### src/rtl/alarm_ctrl_pkg.sv
// Shared definitions for the alarm sequencing controller: state encoding and widths.
package alarm_ctrl_pkg;

  localparam int STATE_W = 3;

  typedef enum logic [STATE_W-1:0] {
    ST_DISARMED    = 3'd0,
    ST_EXIT_DELAY  = 3'd1,
    ST_ARMED       = 3'd2,
    ST_ENTRY_DELAY = 3'd3,
    ST_SIREN       = 3'd4
  } state_t;

endpackage

### src/rtl/alarm_delay_counter.sv
// Down-counter shared by the exit, entry and siren delays; holds at zero instead of wrapping.
module alarm_delay_counter #(
  parameter int CNT_W = 8
) (
  input  logic             clk,
  input  logic             reset,
  input  logic             load,
  input  logic [CNT_W-1:0] load_val,
  input  logic             dec,
  output logic             zero
);

  logic [CNT_W-1:0] cnt_q;

  // A load always beats a decrement so a state change starts its delay cleanly.
  always_ff @(posedge clk) begin
    if (reset) begin
      cnt_q <= '0;
    end else if (load) begin
      cnt_q <= load_val;
    end else if (dec && (cnt_q != '0)) begin
      cnt_q <= cnt_q - 1'b1;
    end
  end

  assign zero = (cnt_q == '0);

endmodule

### src/rtl/alarm_controller.sv
// Sequencing FSM around the combinational alarm block: exit/entry delays, panic and siren timeout.
// Optional door chime is built when ALARM_CHIME_EN is defined.
module alarm_controller
  import alarm_ctrl_pkg::*;
#(
  parameter int EXIT_CYCLES  = 16,
  parameter int ENTRY_CYCLES = 8,
  parameter int SIREN_CYCLES = 32,
  parameter int CNT_W        = 8
) (
  input  logic               clk,
  input  logic               reset,
  input  logic               arm,
  input  logic               disarm,
  input  logic               panic,
  input  logic               window,
  input  logic               door,
  input  logic               garage,
  input  logic               trip,
  output logic               enable,
  output logic               exiting,
  output logic               siren,
  output logic               armed_led,
  output logic               arm_fault,
  output logic               chime,
  output logic [STATE_W-1:0] state
);

  localparam logic [CNT_W-1:0] EXIT_LD  = CNT_W'(EXIT_CYCLES - 1);
  localparam logic [CNT_W-1:0] ENTRY_LD = CNT_W'(ENTRY_CYCLES - 1);
  localparam logic [CNT_W-1:0] SIREN_LD = CNT_W'(SIREN_CYCLES - 1);

  state_t           state_q, nxt;
  logic             panic_src, nxt_psrc;
  logic             ld, dec, zero, fault;
  logic [CNT_W-1:0] ld_val;
  logic             all_closed;

  assign all_closed = window & door & garage;

  alarm_delay_counter #(.CNT_W(CNT_W)) u_delay (
    .clk      (clk),
    .reset    (reset),
    .load     (ld),
    .load_val (ld_val),
    .dec      (dec),
    .zero     (zero)
  );

  // Next-state and counter control; panic overrides everything, then disarm, then timers/trip, then arm.
  always_comb begin
    nxt      = state_q;
    nxt_psrc = panic_src;
    ld       = 1'b0;
    ld_val   = '0;
    dec      = 1'b0;
    fault    = 1'b0;
    if (panic) begin
      nxt    = ST_SIREN;
      ld     = 1'b1;
      ld_val = SIREN_LD;
      if (state_q == ST_DISARMED) nxt_psrc = 1'b1;
      else if (state_q != ST_SIREN) nxt_psrc = 1'b0;
    end else begin
      case (state_q)
        ST_DISARMED: begin
          if (arm && !disarm) begin
            if (all_closed) begin
              nxt    = ST_EXIT_DELAY;
              ld     = 1'b1;
              ld_val = EXIT_LD;
            end else begin
              fault = 1'b1;
            end
          end
        end
        ST_EXIT_DELAY: begin
          if (disarm)    nxt = ST_DISARMED;
          else if (zero) nxt = ST_ARMED;
          else           dec = 1'b1;
        end
        ST_ARMED: begin
          if (disarm) begin
            nxt = ST_DISARMED;
          end else if (trip) begin
            nxt    = ST_ENTRY_DELAY;
            ld     = 1'b1;
            ld_val = ENTRY_LD;
          end
        end
        ST_ENTRY_DELAY: begin
          if (disarm) begin
            nxt = ST_DISARMED;
          end else if (zero) begin
            nxt      = ST_SIREN;
            nxt_psrc = 1'b0;
            ld       = 1'b1;
            ld_val   = SIREN_LD;
          end else begin
            dec = 1'b1;
          end
        end
        ST_SIREN: begin
          if (disarm)    nxt = ST_DISARMED;
          else if (zero) nxt = panic_src ? ST_DISARMED : ST_ARMED;
          else           dec = 1'b1;
        end
        default: nxt = ST_DISARMED;
      endcase
    end
  end

  // Outputs are decoded from the next state so they line up with the state register.
  always_ff @(posedge clk) begin
    if (reset) begin
      state_q   <= ST_DISARMED;
      panic_src <= 1'b0;
      enable    <= 1'b0;
      exiting   <= 1'b0;
      siren     <= 1'b0;
      armed_led <= 1'b0;
      arm_fault <= 1'b0;
    end else begin
      state_q   <= nxt;
      panic_src <= nxt_psrc;
      enable    <= (nxt != ST_DISARMED);
      exiting   <= (nxt == ST_EXIT_DELAY);
      siren     <= (nxt == ST_SIREN);
      armed_led <= (nxt == ST_ARMED) || (nxt == ST_ENTRY_DELAY);
      arm_fault <= fault;
    end
  end

  assign state = state_q;

`ifdef ALARM_CHIME_EN
  logic [2:0] sens_q;
  logic       chime_q;

  // Sensors are captured during reset so an already-open sensor does not chime on release.
  always_ff @(posedge clk) begin
    if (reset) begin
      sens_q  <= {window, door, garage};
      chime_q <= 1'b0;
    end else begin
      sens_q  <= {window, door, garage};
      chime_q <= (state_q == ST_DISARMED) && (|(sens_q & ~{window, door, garage}));
    end
  end

  assign chime = chime_q;
`else
  assign chime = 1'b0;
`endif

endmodule

### config.mk
export PLATFORM = sky130hd
export DESIGN_NAME = alarm_controller
export DESIGN_NICKNAME = d
export VERILOG_FILES = /design/src/rtl/alarm_ctrl_pkg.sv /design/src/rtl/alarm_delay_counter.sv /design/src/rtl/alarm_controller.sv
export SDC_FILE = /design/constraint.sdc
export NUM_CORES = 1
export LEC_CHECK = 0
export CAP_MARGIN = 20
export CELL_PAD_IN_SITES_DETAIL_PLACEMENT = 2
export CELL_PAD_IN_SITES_GLOBAL_PLACEMENT = 2
export CORE_ASPECT_RATIO = 2
export CORE_UTILIZATION = 35
export CTS_BUF_LIST = sky130_fd_sc_hd__clkbuf_8
export DETAILED_ROUTE_END_ITERATION = 7
export GPL_TIMING_DRIVEN = 0
export MAX_ROUTING_LAYER = met4
export PLACE_DENSITY_LB_ADDON = 0.1
export SYNTH_ARGS = -nofsm -noshare
export SYNTH_HDL_FRONTEND = slang
export SYNTH_SLANG_ARGS = --single-unit
### constraint.sdc
create_clock -name clk -period 2.9 [get_ports clk]
set_input_delay 0.725 -clock clk [delete_from_list [all_inputs] [get_ports clk]]
set_output_delay 0.725 -clock clk [all_outputs]
set_load 0.03 [all_outputs]
# --- Word level (Yosys, flattened, before mapping) ---
# Index checks and enable logic that the tools add are counted.
totals:
  memories: 0
  latchBits: 0
  in_bits: 9
  romBits: 0
  mem_bits_rw: 0
  elab_cells: 80
  regBits: 17
  out_inout_bits: 9
classes:
  bitwise_logic: 4
  n_mul: 0
  n_reduce_logical: 14
  n_lt_le_gt_ge: 0
  mux: 42
  eq_ne: 11
  add_sub_neg: 1
  div: 0
  shifts: 0
op_table:
  columns: ["operator", "n"]
  rows:
  - ["$mux 3", 13]
  - ["$mux 1", 18]
  - ["$mux 8", 2]
  - ["$mux 5", 3]
  - ["$pmux 3 s5", 1]
  - ["$pmux 5 s3", 1]
  - ["$eq 3x2->1 const B", 4]
  - ["$logic_not 8->1", 1]
  - ["$mux 4", 2]
  - ["$reduce_bool 8->1", 1]
  - ["$sub 8x1->8 const B", 1]
  - ["$eq 3x1->1 const B", 2]
  - ["$eq 3x3->1 const B", 2]
  - ["$reduce_bool 2->1", 3]
  - ["$reduce_and 4->1", 1]
  - ["$reduce_or 4->1", 1]
  - ["$logic_not 3->1", 1]
  - ["$ne 3x1->1 const B", 1]
  - ["$ne 3x3->1 const B", 1]
  - ["$pmux 1 s3", 1]
  - ["$reduce_bool 3->1", 1]
  - ["$reduce_or 3->1", 1]
  - ["$and 1x1->1", 2]
  - ["$logic_and 1x1->1", 2]
  - ["5 further kinds", 6]

# --- Logic depth before layout (Yosys ltp) ---
logic_depth:
  ltp_word: 8
  depth_mapped: 6

# --- Hierarchy ---
# A second synthesis with hierarchy kept.
unflattened:
  hier_cells: 110
  area_unflattened_um2: 980.9
by_module_without_submodules:
  columns: ["module", "area_each_um2", "seq_area_each_um2", "cells_per_inst", "n_inst"]
  rows:
  - ["alarm_delay_counter", 515.5, 160.2, 59, 1]
  - ["alarm_controller", 465.4, 180.2, 51, 1]

# --- Worst setup path after synthesis ---
# No wires, ideal clock.
synth_path:
  kind: "flip-flop to flip-flop"
  start: "register state_q[2] (netlist: state[2])"
  end: "register u_delay.cnt_q[4]"
  arrival_time_ps: 1811
  n_path_buf: 1
  path_slack_ps: 951
  synth_period_minus_slack_ps: 1949
  stages_incl_launch_ff: 6
  cell_sequence: "dfxtp_1 > buf_2 > or3b_1 > a2111oi_0 > and2_1 > o221ai_1"
synth_between:
  elab_chain_len: 6
synth_rtl:
  columns: ["element", "line_no", "text"]
  rows:
  - ["start: declaration", "alarm_controller.sv:33", "state_t state_q, nxt;"]
  - ["start signal: assignment", "alarm_controller.sv:124", "state_q <= nxt;"]
  - ["$eq 3x3->1 (tied with other cells)", "alarm_controller.sv:65", "case (state_q)"]
  - ["$reduce_or 3->1 (no line)", null, null]
  - ["$mux 1", null, null]
  - ["$mux 1", "alarm_controller.sv:58", "if (panic) begin"]
  - ["$logic_and 1x1->1", "alarm_delay_counter.sv:21", "end else if (dec && (cnt_q != '0)) begin"]
  - ["$reduce_bool 2->1 (no line)", null, null]
  - ["end signal: assignment", "alarm_delay_counter.sv:20", "cnt_q <= load_val;"]
  - ["end signal: assignment", "alarm_delay_counter.sv:22", "cnt_q <= cnt_q - 1'b1;"]
  - ["end: declaration", "alarm_delay_counter.sv:13", "logic [CNT_W-1:0] cnt_q;"]
# Several ways; a longest one is shown, not always the timed one.
# A chain may end at the register's enable or synchronous reset.

# --- Final worst setup path ---
layout_path:
  start: "input disarm"
  end: "register enable"
layout_between:
  elab_chain_len: 6
layout_rtl:
  columns: ["element", "line_no", "text"]
  rows:
  - ["start: declaration", "alarm_controller.sv:14", "input logic disarm,"]
  - ["$logic_not 1->1", "alarm_controller.sv:67", "if (arm && !disarm) begin"]
  - ["$logic_and 1x1->1", "alarm_controller.sv:67", null]
  - ["$mux 3", "alarm_controller.sv:67", null]
  - ["$pmux 3 s5 (*)", "alarm_controller.sv:65", null]
  - ["$mux 3 (*)", "alarm_controller.sv:58", null]
  - ["$reduce_bool 3->1 (*)", "alarm_controller.sv:126", "enable <= (nxt != ST_DISARMED);"]
  - ["end signal: assignment", "alarm_controller.sv:126", null]
  - ["end: declaration", "alarm_controller.sv:20", "output logic enable,"]
# Mark *: on every way between the ends. The rest lies on a longest branch, timed or not.

==> impl_results.md <==
* P_int at roughly 0.39 mW
* CTS tree: yes
* Synth top area share at 0.345
* Register area share after synthesis at 0.345
* Critical path type: input port to flop
* Relative slew slack at 0.363
* Critical path required time at ~3.1 ns
* Clock buffer depth at 2
* Max-cap viol count at 0
* Worst-case reg-to-reg path depth at 5
* Power per cell area at around 460 nW/um^2
* Fin Setup TNS at 0 ns
* Wire length on met2 at 1790 um
* Clock Skews at 0.0114 ns
* Detailed Route WL at ~3200 um
* Total track usage at 0.244
* P&R area growth vs syn at 24.5%
* Residual DRC at 0
* Fmax at a little under 0.4 GHz
* Die W at roughly 40 um
* Synth area leaders: dfxtp_1, a21oi_1, a2111oi_4, inv_1, o221ai_4
* Fraction of the cycle the final worst path needs at 0.888
* Final nets at 135
* Synth Area per Inst at approximately 9.6 sq um
* Combinational Power Share at 0.204
* Count leader, synth: dfxtp_1
* YS warnings at 0
* Leakage power at 0.408 nW
* Post-route setup slack at between 0.3 and 0.4 ns
* Final weighted congestion in routability-driven placement at around 0.84
* Actual slew at the worst max-slew pin at approximately 0.93 ns
* Number of port buffers at 16
* Gr ovfl total at 0
* Final-report hold violation count at 0
* Largest net degree at the start of global routing at 11
* Worst VDD drop at between 0.3 and 0.4 mV
* Mapped Cells at a little over 100
* Yosys reg bits at 17
* Rows at 26
* Worst Setup Start Kind: input port
* Worst setup path end: enable
* Chip Height at just under 80 um
* Worst r2r src: state[2]
* Post-synth top area cell: dfxtp_1
* CTS Root Cell: clkbuf_8
* Post_cts resized at 0
* Highest routed layer: met4
* Flop pwr share at 0.458
* CP Launch Point: disarm
* Clock share of power at 0.338
* Met1 WL at approximately 1100 um
* CP arrival at approximately 2.7 ns
* Sinks on Clock Net at 17
* Synth cell types at 48
* I/O pins at 18
* Cell Area, Synth at roughly 990 sq um
* Synth cell count leaders: dfxtp_1, a21oi_1, inv_1
* Slew Viols, Final at 0
* Via count at just over 900
* Post-synth ARST share at 0
* DRT Pass-1 Iters at 4
* Mapped Nets at about 110
* Final Critical Period at 2.58 ns
* Antenna diode count at 0
* Final HPWL DP at between 2000 and 2500 um
* # Post-CTS Setup Buffers at 0
* Reg2Reg Capture Point: u_delay.cnt_q[4]
* Setup-failing EPs final at 0
* RSZ-0062 raised after global routing: false
* Worst-path clk slew at about 0.080 ns
* Number of synthesized flops with an enable pin at 0
* # hold bufs at CTS at 0
* WL/cell at 20.9 um
* Sw frac at 0.310
* First-pass GRT wire length at slightly above 5000 um
* Die Area at slightly above 3000 sq um
* Vias in the first global route at 1052
* R2r setup slk at slightly below 0.6 ns
* Skew-Pair Late Insertion Delay at 0.27 ns
* Vias/cell at ~6.1
* Met3 WL at 83 um
* Initial Util at 0.379
* Hold Crit Class: flop to flop
* Critical Path Sink Type: flop
* Antenna-violating nets left at 0
* Outcome: complete, no violations
* Layout cell share with drive strength beyond 1 at 0.187
* 1st-iter DRT viols at 12
* # H-tree levels at 1
* Core area at around 2600 sq um
* Main synth FF type: dfxtp_1
* Total power at 0.564 mW
* Cts bufs inserted at 3
* Initial antenna violation count at 0
* CP max FO at 8
* Final core utilization at 0.472
* Pre-CTS setup slack at 0.105 ns
* Sw Pwr at ~0.17 mW
[registers in the layout (all words and copies together) (netlist names)]
register       flops
exiting            1
siren              1
armed_led          1
enable             1
arm_fault          1
u_delay.cnt_q      8
panic_src          1
state              3
[cell usage in the layout (no fill, tap or decap), drive strengths merged, types with 6 or more instances in the layout]
cell type,Yosys,routed
a21oi,8,8
clkdlybuf4s50,0,16
dfxtp,17,17
inv,7,7
o21ai,6,6
[critical path, stage by stage]
cell,delay [ns]
clkdlybuf4s50_1,0.67
inv_1,0.23
a22oi_1,0.55
a211oi_1,0.22
or3_1,0.34
[worst min path at each step]
stage,from,endpoint,slack (ns),cells after the start
after floorplan,panic_src,panic_src,0.44,2
after global placement,panic_src,panic_src,0.46,2
after detailed placement,u_delay.cnt_q[7],u_delay.cnt_q[7],0.50,2
after CTS,panic_src,panic_src,0.51,2
after global routing,u_delay.cnt_q[7],u_delay.cnt_q[7],0.54,2
final,u_delay.cnt_q[7],u_delay.cnt_q[7],0.51,2
[routing by layer]
metal | GRT usage | vias to the layer above
li1 | - | 430
met1 | 0.211 | 446
met2 | 0.423 | 28
met3 | 0.0376 | 18
met4 | 0.179 | 0
met5 | - | -
[metrics by stage]
| step | cell area [sq um] | std cells | hold WS (ns) |
|---|---|---|---|
| floorplan | 987 | 103 | 0.445 |
| global placement | 1180 | 147 | 0.461 |
| detailed placement | 1180 | 147 | 0.502 |
| CTS | 1230 | 151 | 0.511 |
| global route | 1230 | 151 | 0.540 |
| finish | 1230 | 151 | 0.510 |
[area by class of cell]
type | count | area [sq um]
Timing Repair Buffer | 16 | 160
Clock inverter | 1 | 5.00
Sequential cell | 17 | 340
Multi-Input combinational cell | 75 | 597
Inverter | 7 | 26.3
Tap cell | 28 | 35.0
Fill cell | 301 | 1370
Clock buffer | 3 | 41.3
Buffer | 4 | 23.8
[cells by family after synthesis]
group	Yosys count	share of synthesized area
simple gates	38	0.288
compound gates	33	0.279
flops	17	0.345
buf+inv	11	0.0507
fa+ha+maj	2	0.0253
xor+xnor	1	0.00887
other cells	1	0.00380
[power by group through the flow]
stage / clock [mW] / sequential (mW) / combinational, mW
after floorplan: 0 / 0.266 / 0.0668
after global placement: 0 / 0.262 / 0.110
after detailed placement: 0 / 0.263 / 0.114
after CTS: 0.191 / 0.258 / 0.116
after global routing: 0.203 / 0.259 / 0.124
final: 0.191 / 0.258 / 0.115
No activity file was read; power rests on OpenSTA's default activity.
